[config.mk]
export PLATFORM = sky130hd
export DESIGN_NAME = saturation_ctrl
export DESIGN_NICKNAME = d
export VERILOG_FILES = /design/src/rtl/saturation_ctrl_pkg.sv /design/src/rtl/saturation_ctrl_ramp_step.sv /design/src/rtl/saturation_ctrl.sv
export SDC_FILE = /design/constraint.sdc
export NUM_CORES = 1
export LEC_CHECK = 0
export ABC_CLOCK_PERIOD_IN_PS = 1000
export BUFFER_PORTS_ARGS = -buffer_cell sky130_fd_sc_hd__buf_2
export CORE_UTILIZATION = 30
export CTS_BUF_LIST = sky130_fd_sc_hd__clkbuf_4
export CTS_CLUSTER_SIZE = 12
export DETAILED_ROUTE_END_ITERATION = 10
export PLACE_DENSITY = 0.66
export SYNTH_ARGS = -nofsm -noshare
export SYNTH_HDL_FRONTEND = slang
export SYNTH_SLANG_ARGS = --single-unit
[constraint.sdc]
create_clock -name clk -period 1 [get_ports clk]
set_clock_uncertainty 0.05 [all_clocks]
set_input_delay 0.05 -clock clk [delete_from_list [all_inputs] [get_ports clk]]
set_output_delay 0.05 -clock clk [all_outputs]
set_load 0.05 [all_outputs]
[src/rtl/saturation_ctrl_pkg.sv]
// Shared imager definitions for the saturation control block: pixel-stream
// dtype codes (as macros, used in port widths) and the controller state encodings.
// Latency: n/a (definitions only). Backpressure: n/a.
//
// Optional feature macro: SATURATION_CTRL_RAMP_EN (adds the RAMP state).
`ifndef SATURATION_CTRL_PKG_SV
`define SATURATION_CTRL_PKG_SV

`ifndef DTYPE_WIDTH
`define DTYPE_WIDTH       4
`define DTYPE_PIXEL       4'h0
`define DTYPE_FRAME_START 4'h1
`define DTYPE_LINE_START  4'h2
`define DTYPE_LINE_END    4'h3
`define DTYPE_FRAME_END   4'h4
`endif

package saturation_ctrl_pkg;

    // Controller state encodings. RAMP is only reachable when the ramp
    // feature is compiled in; its code stays reserved otherwise.
    localparam logic [1:0] SAT_ST_IDLE  = 2'd0;
    localparam logic [1:0] SAT_ST_ARMED = 2'd1;
    localparam logic [1:0] SAT_ST_RAMP  = 2'd2;

    typedef enum logic [1:0] {
        ST_IDLE  = SAT_ST_IDLE,
`ifdef SATURATION_CTRL_RAMP_EN
        ST_RAMP  = SAT_ST_RAMP,
`endif
        ST_ARMED = SAT_ST_ARMED
    } sat_state_e;

    // A frame boundary is a valid beat carrying the frame-end dtype.
    function automatic logic sat_is_frame_end(input logic                    dv,
                                              input logic [`DTYPE_WIDTH-1:0] dt);
        return dv && (dt == `DTYPE_FRAME_END);
    endfunction

endpackage

`endif

[src/rtl/saturation_ctrl_ramp_step.sv]
// saturation_ramp_step: one per-frame strength update toward a target.
// Latency: combinational. Backpressure: none.
// Ports: cur/target/step (W bits) in; next (W bits) and done out.
//   done = step is zero (jump) or target is within one step of cur.
//   next = target when done, else cur moved by exactly step toward target.
module saturation_ramp_step #(
    parameter int W = 8
) (
    input  logic [W-1:0] cur,
    input  logic [W-1:0] target,
    input  logic [W-1:0] step,
    output logic [W-1:0] next,
    output logic         done
);

    // One extra bit so differences and sums never wrap silently.
    logic [W:0] w_cur;
    logic [W:0] w_tgt;
    logic [W:0] w_step;
    logic [W:0] w_diff;
    logic [W:0] w_sum;
    logic       w_up;

    always_comb begin
        w_cur  = {1'b0, cur};
        w_tgt  = {1'b0, target};
        w_step = {1'b0, step};
        w_up   = (w_tgt > w_cur);
        w_diff = w_up ? (w_tgt - w_cur) : (w_cur - w_tgt);
        done   = (w_step == '0) || (w_diff <= w_step);

        if (done) begin
            w_sum = w_tgt;
        end else if (w_up) begin
            w_sum = w_cur + w_step;
        end else begin
            w_sum = w_cur - w_step;
        end

        // When not done the move stays strictly inside [cur, target], so the
        // top bit is never set; the clamp only pins the range by construction.
        if (w_sum[W]) begin
            next = w_up ? {W{1'b1}} : '0;
        end else begin
            next = w_sum[W-1:0];
        end
    end

endmodule

[src/rtl/saturation_ctrl.sv]
// saturation_ctrl: frame-synchronous update of saturation enable/strength.
// Latency: outputs change one cycle after a frame_end beat; config latched in one cycle.
// Backpressure: none; the pixel stream is only observed and cfg_we is always accepted.
//
// Ports:
//   clk, resetb          clock, async active-low reset
//   dvi, dtypei          pixel-stream valid and data type (frame_end detection)
//   cfg_we               write strobe latching cfg_enable/cfg_strength/cfg_step
//   enable, strength     registered controls to the saturation datapath
//   busy                 registered, high while a change is pending or ramping
//
// Optional macro SATURATION_CTRL_RAMP_EN: per-frame ramp limited by cfg_step.
// Without it cfg_step is ignored and every update jumps straight to target.
`ifndef DTYPE_WIDTH
`define DTYPE_WIDTH       4
`define DTYPE_PIXEL       4'h0
`define DTYPE_FRAME_START 4'h1
`define DTYPE_LINE_START  4'h2
`define DTYPE_LINE_END    4'h3
`define DTYPE_FRAME_END   4'h4
`endif

module saturation_ctrl
    import saturation_ctrl_pkg::*;
#(
    parameter int STRENGTH_WIDTH = 8
) (
    input  logic                      clk,
    input  logic                      resetb,
    input  logic                      dvi,
    input  logic [`DTYPE_WIDTH-1:0]   dtypei,
    input  logic                      cfg_we,
    input  logic                      cfg_enable,
    input  logic [STRENGTH_WIDTH-1:0] cfg_strength,
    input  logic [STRENGTH_WIDTH-1:0] cfg_step,
    output logic                      enable,
    output logic [STRENGTH_WIDTH-1:0] strength,
    output logic                      busy
);

    sat_state_e                r_state;
    logic                      r_enable;
    logic [STRENGTH_WIDTH-1:0] r_strength;
    logic                      r_busy;
    logic [STRENGTH_WIDTH-1:0] r_target;
    logic                      r_pend_en;

    logic                      w_frame_end;
    logic [STRENGTH_WIDTH-1:0] w_step;
    logic [STRENGTH_WIDTH-1:0] w_next;
    logic                      w_done;

    assign w_frame_end = sat_is_frame_end(dvi, dtypei);

`ifdef SATURATION_CTRL_RAMP_EN
    logic [STRENGTH_WIDTH-1:0] r_step;
    assign w_step = r_step;
`else
    // A zero step makes the update a plain jump to target.
    logic w_unused_step;
    assign w_step        = '0;
    assign w_unused_step = ^cfg_step;
`endif

    // Update uses the latched (pre-write) target/step, so a write arriving on
    // the frame_end beat only takes effect at the following boundary.
    saturation_ramp_step #(
        .W      (STRENGTH_WIDTH)
    ) u_ramp_step (
        .cur    (r_strength),
        .target (r_target),
        .step   (w_step),
        .next   (w_next),
        .done   (w_done)
    );

    always_ff @(posedge clk or negedge resetb) begin
        if (!resetb) begin
            r_state    <= ST_IDLE;
            r_enable   <= 1'b0;
            r_strength <= '0;
            r_busy     <= 1'b0;
            r_target   <= '0;
            r_pend_en  <= 1'b0;
`ifdef SATURATION_CTRL_RAMP_EN
            r_step     <= '0;
`endif
        end else begin
            if (cfg_we) begin
                r_target  <= cfg_strength;
                r_pend_en <= cfg_enable;
`ifdef SATURATION_CTRL_RAMP_EN
                r_step    <= cfg_step;
`endif
            end

            case (r_state)
                ST_IDLE: begin
                    // A bare frame_end in IDLE leaves everything untouched.
                    if (cfg_we) begin
                        r_state <= ST_ARMED;
                        r_busy  <= 1'b1;
                    end
                end

                ST_ARMED: begin
                    if (w_frame_end) begin
                        r_enable   <= r_pend_en;
                        r_strength <= w_next;
                        if (cfg_we) begin
                            // New write lands on the boundary: re-arm for it.
                            r_state <= ST_ARMED;
                            r_busy  <= 1'b1;
                        end else if (w_done) begin
                            r_state <= ST_IDLE;
                            r_busy  <= 1'b0;
                        end
`ifdef SATURATION_CTRL_RAMP_EN
                        else begin
                            r_state <= ST_RAMP;
                            r_busy  <= 1'b1;
                        end
`endif
                    end
                end

`ifdef SATURATION_CTRL_RAMP_EN
                ST_RAMP: begin
                    // enable was already applied on entry; only strength moves.
                    // A write here just retargets the ramp in progress.
                    if (w_frame_end) begin
                        r_strength <= w_next;
                        if (cfg_we || !w_done) begin
                            r_state <= ST_RAMP;
                            r_busy  <= 1'b1;
                        end else begin
                            r_state <= ST_IDLE;
                            r_busy  <= 1'b0;
                        end
                    end
                end
`endif

                default: begin
                    r_state <= ST_IDLE;
                    r_busy  <= 1'b0;
                end
            endcase
        end
    end

    assign enable   = r_enable;
    assign strength = r_strength;
    assign busy     = r_busy;

endmodule

==> results.md, run 1 <==
- The clock latency reported for the late side of the worst-skew pair is 0.29 ns.
- For this block, the initial DRC count from the detailed router was 1.
- The overall routed net length is approximately 1300 um.
- The proportion of total power due to net switching is 0.354.
- In this run, synthesis inferred 0 flip-flops with an integrated enable.
- In this run the tightest slew margin relative to its limit is 0.720.
- Of the synthesized area, sequential elements account for 0.642.
- The final reports fail on negative setup slack.
- The hold path endpoint is busy.
- The number of maximum-capacitance constraint violations is 0.
- The count of endpoints failing setup in the final report is 10.
- The final-report max-slew violation count was 0.
- The count of placed standard cells including taps is 97.
- For met3 alone, demand over resource in global routing was 0.0292.
- CTS built an H-tree with a depth of 1.
- After global routing, the most crowded layer is met2.
- Counting flops and latches in the post-synthesis netlist gives 19.
- The post-detailed-route count of antenna-violating nets is 0.
- Of all nets on the critical path, the largest fanout is 9.
- The via count of the first global-routing pass is roughly 560.
- The required time of the critical path is between 1 and 1.5 ns.
- TritonCTS built the clock tree.
- The worst hold path depth is 3.
- The area of the core is around 2300 um2.
- The worst setup path is captured at a flop.
- At the end of routability-driven placement, the weighted congestion stood at roughly 0.63.
- The worst-case IR drop observed on VDD is 1180 uV.
- The sum of overflow across all layers after global routing is 0.
- The count of unresolved DRC violations after routing is 0.
- The data arrival time at the worst-slack endpoint is approximately 1.2 ns.
- Setup repair after global routing could not meet its margin everywhere.
- The reg-to-reg critical path endpoint is strength[0].
- The area growth from synthesis to layout is 49.8%.
- The final sum of negative setup slack is -0.879 ns.
- The routing usage on met2 is 0.219.
- The mean post-synth cell area is around 17 um2.
- The number of unique standard cell types used by synthesis is 8.
- In this run the horizontal extent of the chip is 51.7 um.
- In this run the static leakage power is 0.000507 uW.
- The synthesized instance count is 43.
- The count of final hold-check violations is 0.
- The worst min-delay path class is in -> reg.
- The internal power summed over all cells is roughly 1400 uW.
- The cell at the root of the clock tree is clkbuf_4.
- The critical path starts at busy.
- In this run the count of I/O pins placed on the die edge is 35.
- The share of post-route cells with drive strength above 1 is 0.639.
- Of all flip-flops after synthesis, the portion carrying an async set or reset was 1.00.
- Entering global routing, the biggest net connects 20 pins.
- The portion of the clock cycle consumed by the worst path in the final layout is 1.10.
- The synthesized cell area is between 700 and 800 um2.
- The non-filler instance count after layout is ~110.
- The type of the setup path with the least slack is reg -> reg.
- Setup slack on the critical path of the routed design comes to -0.102 ns.
- Summing all multi-input logic gate instances after layout gives 260 um2.
- The worst hold path begins at dtypei[2].
- Sorting the synthesized cells by area gives the leading types as dfrtp_1 64%, mux2_2 27%, nand4_4 2.9%.
- Yosys printed 0 warnings.
- The detailed-route wire length per cell is ~12 um.
- The timing-limited maximum frequency is 907 MHz.
- The first TritonRoute pass finished after 2 iterations.
- The share of total power dissipated in sequential elements is 0.447.
- The initial antenna violation count came to 0.
- At the pin with the least slew margin, the transition time is 0.420 ns.
- The worst setup path is launched from a flop.
- The synthesized net count is 68.
- The internal reg-to-reg setup slack is -0.10 ns.
- Fill cells in the final layout number 215.
- The first-pass GRT wire length is approximately 2300 um.
- The count of buffers inserted at the top-level ports is 26.
- For this run, the leading register cell type out of synthesis is dfrtp_1.
- The die area is roughly 2700 um2.
- In the final design database the tool counted about 110 nets.
- The via count of the routed design is ~490.
- For this run, the total global-route usage over all layers was measured as 0.123.
- Row generation in the floorplan step produced 17 rows.
- The met1 usage in global routing is 0.138.
- The dominant cell by count in the synthesized netlist is dfrtp_1.
- The flow ran to the end, but the final reports show violations.
- The worst register-to-register path has a depth of 2.
- The combinational cell fraction of total power is 0.376.
- After synthesis, the most frequently instantiated cells are 19 x dfrtp_1, 18 x mux2_2.
- 0 antenna diodes ended up in the layout.
- The number of clock buffers inserted by TritonCTS is 3.
- The register cell area after layout is about 480 um2.
- The clock group share of total power is 0.177.
- The post-route total power is ~2200 uW.
- The die is ~52 um tall.
- The proportion of netlist area held by the largest area contributor is 0.642.
- Summed over all nets, the switching power comes to slightly below 800 uW.
- For this design the ratio of total power to cell area is approximately 2000 nW/um2.
- The startpoint identified for the worst register-to-register timing path is busy.
- The clock tree buffer depth is 2.
- Clock-pin slew was measured on the worst setup and hold paths at around 0.10 ns.
- The initial utilization of the core area, before any placement, comes to 0.325.
- The number of vias per cell is around 4.4.
- The clock drives 19 sinks.
- dfrtp_1 takes more of the synthesized area than any other cell.
- Subtracting the final worst setup slack from the clock period gives ~1.1 ns.
-- layer usage --
metal  vias up  wire length [um]
li1        233                 -
met1       239               564
met2        17               671
met3         2                54
met4         0                15
met5         -                 0
-- logic make-up after synthesis --
logic type | after synthesis | share of synthesized area
AO/OA/AOI/OAI | 1 | 0.0101
buffers and inverters | 1 | 0.00675
flip-flops | 19 | 0.642
multiplexers | 18 | 0.274
AND/OR/NAND/NOR | 4 | 0.0676
-- flip-flops by register name, indices dropped and copies added (netlist names) --
signal and cells:
strength 8, busy 1, r_target 8, r_pend_en 1, enable 1
-- worst max-delay path, stage by stage, from the launching register on --
cell	delay [ns]
dfrtp_2	0.44
nand4_4	0.14
mux2_2	0.36
-- what timing repair did --
action	CTS	global route
endpoints found under the hold margin	28	0
gates resized for setup	14	8
hold buffers	10	0
pin swaps	0	0
buffers inserted	0	0
endpoints found under the setup margin	19	19
gates cloned	0	0
-- final cells by class --
cell class,instances,area share
multi-input combinational,23,0.234
sequential,19,0.430
clock buffer,4,0.0271
timing repair buffer,37,0.277
tap,28,0.0316
-- power by group through the flow --
stage / combinational (uW) / clock, uW / sequential [uW]
after floorplan: 144 / 0 / 1350
after global placement: 678 / 0 / 988
after detailed placement: 692 / 0 / 991
after CTS: 792 / 411 / 985
after global routing: 874 / 450 / 1020
final: 840 / 395 / 1000
-- layout by cell type, fill, tap and decap left out --
cell           synthesis  routed
nor2b_4                1       1
buf_6                  0      10
mux2_2                18      18
dfrtp_1               19      18
dfrtp_2                0       1
dlygate4sd3_1          0      10
buf_2                  1      16
a21o_1                 1       1
buf_8                  0       1
clkbuf_4               0       4
nor2_2                 1       1
nand4_4                1       1
nand4b_1               1       1
-- stage by stage --
stage          utilization  cell area [um2]  hold WS (ns)  setup WS (ns)
2_1_floorplan            -              742        -0.296         -0.201
3_3_place_gp         0.400              910       -0.0464        -0.0599
3_5_place_dp         0.400              910       -0.0473        -0.0935
4_1_cts              0.474             1080        0.0130         -0.112
5_1_grt              0.488             1110        0.0283         -0.128
6_report             0.488             1110        0.0178         -0.102
-- how the worst max path moves through the flow --
stage	to	slack, ns	cells after the start
2_1_floorplan	enable	-0.20	2
3_3_place_gp	strength[4]	-0.06	2
3_5_place_dp	strength[0]	-0.09	2
4_1_cts	strength[0]	-0.11	2
5_1_grt	busy	-0.13	2
6_report	strength[0]	-0.10	2
(Power assumes the default switching activity.)
==> run 2, diff against run 1 <==
--- a/config.mk
+++ b/config.mk
@@ -5,13 +5,13 @@
 export SDC_FILE = /design/constraint.sdc
 export NUM_CORES = 1
 export LEC_CHECK = 0
-export ABC_CLOCK_PERIOD_IN_PS = 1000
 export BUFFER_PORTS_ARGS = -buffer_cell sky130_fd_sc_hd__buf_2
 export CORE_UTILIZATION = 30
 export CTS_BUF_LIST = sky130_fd_sc_hd__clkbuf_4
 export CTS_CLUSTER_SIZE = 12
 export DETAILED_ROUTE_END_ITERATION = 10
-export PLACE_DENSITY = 0.66
+export PLACE_DENSITY = 0.57
 export SYNTH_ARGS = -nofsm -noshare
 export SYNTH_HDL_FRONTEND = slang
+export SYNTH_HIERARCHICAL = 1
 export SYNTH_SLANG_ARGS = --single-unit
==> results.md, run 2 <==
- The share of the Yosys chip area taken by registers is 0.198.
- The number of clock sinks is 19.
- After global routing the overflow that remains totals 0.
- The worst path in the final design needs a cycle of roughly 1.3 ns, including I/O delays and setup.
- At the worst endpoint, the arrival time is about 1.4 ns.
- The post-CTS clock slew at the launch and capture registers of the worst setup and hold paths is roughly 0.10 ns.
- The worst hold path was traced through 4 stages.
- Setup repair after global routing could not meet its margin everywhere.
- At the end of routability-driven placement, the weighted congestion stood at 0.870.
- Of the post-synthesis cell area, the dominant cell type holds 0.198.
- The worst setup path is launched from a flop.
- The cell accounting for the most synthesized area is dfrtp_1.
- By area the synthesized netlist is led by dfrtp_1 20%, ha_1 17%, mux2_2 8.9%.
- The number of unique standard cell types used by synthesis is between 50 and 60.
- The I/O pin count is 35.
- The die area is around 8400 um2.
- The repair_antennas step left the layout with diodes totalling 0.
- Averaged over all synthesized cells, the footprint is around 9.4 um2.
- In the synthesized netlist, the number of instances is 254.
- The non-filler instance count after layout is ~440.
- TritonCTS built the clock tree.
- Of all nets on the critical path, the largest fanout is 9.
- The total global routing track utilization is 0.141.
- CTS built an H-tree with a depth of 1.
- The flop and latch count out of synthesis is 19.
- For this run, design rule violations remaining after detail routing come to 0.
- The element type at the critical path end is a flop.
- The setup slack at placement is -0.308 ns.
- The share of post-route cells with drive strength above 1 is 0.281.
- The wire-length estimate of the detail-placed layout is between 4000 and 5000 um.
- Counting cells, the worst reg-to-reg path comes to 4.
- The cell at the root of the clock tree is clkbuf_4.
- The height of the chip is slightly above 90 um.
- The timing-limited maximum frequency is between 700 and 800 MHz.
- The initial antenna violation count came to 0.
- The routed layout has approximately 2000 vias.
- The clock tree buffer depth is 2.
- Setup slack on the worst reg-to-reg path comes out at -0.31 ns.
- The most common flop cell mapped by yosys is dfrtp_1.
- STA puts the critical path data required time at approximately 1.1 ns.
- The DRC marker count from the first detailed-route iteration is 62.
- The initial utilization of the core area, before any placement, comes to 0.311.
- The number of vias per cell is 4.66.
- The number of synthesized flops with an enable pin is 0.
- The final-report max-slew violation count is 0.
- In the layout the commonest cells are 33 x ha_1, 29 x inv_1, 21 x buf_4, 21 x conb_1.
- The library cell used most frequently in the layout, excluding fill and tap cells, is ha_1.
- In the final routed layout, each cell accounts on average for about 13 um.
- The path class of the tightest hold or removal check is in -> reg.
- Counting the fill cells in the layout gives between 700 and 800.
- The area of the core is between 7000 and 8000 um2.
- The dominant cell by count in the synthesized netlist is ha_1.
- Max-cap violations in this run came to 0.
- The number of nets in the layout is 396.
- The total number of placement rows is 32.
- The clock latency reported for the late side of the worst-skew pair is ~0.29 ns.
- The run finished, with violations left.
- The synthesis-to-finish area growth is 29.1%.
- The final worst setup slack is -0.307 ns.
- In the synthesized netlist the async set-or-reset flop fraction comes to 1.00.
- The count of warnings emitted by yosys is 6.
- The maximum number of pins on one net before global-route repair is 25.
- The synthesized cell area is ~2400 um2.
- The first detailed-routing pass took 4 iterations.
- Measured on the finished design, the core utilization comes to 0.401.
- Clock tree synthesis inserted a total of 3 buffers.
- The via count of the first global-routing pass was roughly 2100.
- The post-detailed-route count of antenna-violating nets is 0.
- The critical path is of the reg -> reg type.
- The portion of the clock cycle consumed by the worst path in the final layout is 1.31.
- Measured along the x axis, the die boundary spans just over 90 um.
- The count of placed standard cells including taps is 412.
- Counting instances in the post-synthesis netlist gives the leading cell types as 33 x ha_1, 29 x inv_1, 19 x dfrtp_1, 19 x mux2_2.
- The first global-routing pass estimated between 9000 and 10000 um of wire.
- The overall routed net length is between 5000 and 6000 um.
- The worst slew margin relative to its limit is 0.226.
- The count of final hold-check violations is 0.
- The final reports fail on negative setup slack.
- For the pin with the worst max-slew slack, the measured transition is 1.16 ns.
- Setup violations remaining at the end of the flow were counted as 12.
- The count of buffers inserted at the top-level ports is 26.
[run 2: worst paths after layout]
kind	startpoint	endpoint
max	busy	strength[7]
min	dtypei[3]	busy
max reg2reg	busy	strength[7]
min reg2reg	r_pend_en	r_pend_en
max in group asynchronous	resetb	busy
min in group asynchronous	resetb	busy
[run 2: routing by layer]
layer | vias up | part of all wire | GRT usage
li1 | 1044 | - | -
met5 | - | 0 | 0
met4 | 0 | 0.025 | 0.0503
met1 | 943 | 0.49 | 0.187
met3 | 10 | 0.025 | 0.0151
met2 | 33 | 0.46 | 0.236
[run 2: cell type report]
| type | instances | area (um2) | share of cell area |
|---|---|---|---|
| multi-input combinational | 220 | 1840 | 0.594 |
| timing repair buffer | 62 | 517 | 0.167 |
| sequential | 19 | 477 | 0.154 |
| tap | 102 | 128 | 0.0412 |
| inverter | 29 | 109 | 0.0351 |
| clock buffer | 3 | 22.5 | 0.00727 |
| clock inverter | 1 | 5.00 | 0.00161 |
[run 2: stage by stage]
step                TNS, ns  cell area [um2]  hold slack [ns]
detailed placement    -2.66             2810          -0.0346
global route          -3.75             3100           0.0635
finish                -2.93             3100           0.0399
global placement      -2.48             2810          -0.0403
CTS                   -3.06             3080           0.0291
floorplan             -4.51             2480           -0.296
[run 2: worst max-delay path, stage by stage (launching register included)]
cell and delay (ns):
dfrtp_2 0.40, nand4b_4 0.12, nor3_4 0.16, buf_12 0.15
mux2_2 0.33
[run 2: what timing repair did]
item | 4_1_cts | 5_1_grt
endpoints found under the setup margin | 19 | 21
buffers inserted | 8 | 0
hold buffers | 12 | 0
gates resized for setup | 19 | 5
pin swaps | 0 | 0
endpoints found under the hold margin | 29 | 0
[run 2: cell families (layout without fill, tap and decap cells)]
kind of cell	Yosys count	after routing	synth area share
simple gates	60	60	0.151
compound gates	49	49	0.146
fa+ha+maj	42	42	0.222
buf+inv	35	95	0.0673
mux	31	31	0.152
flops	19	19	0.198
xor+xnor	17	17	0.0620
other cells	1	21	0.00156
Power of run 2 is not shown: default switching activity piles up to over one toggle a cycle in this logic, so the estimate is an artifact.
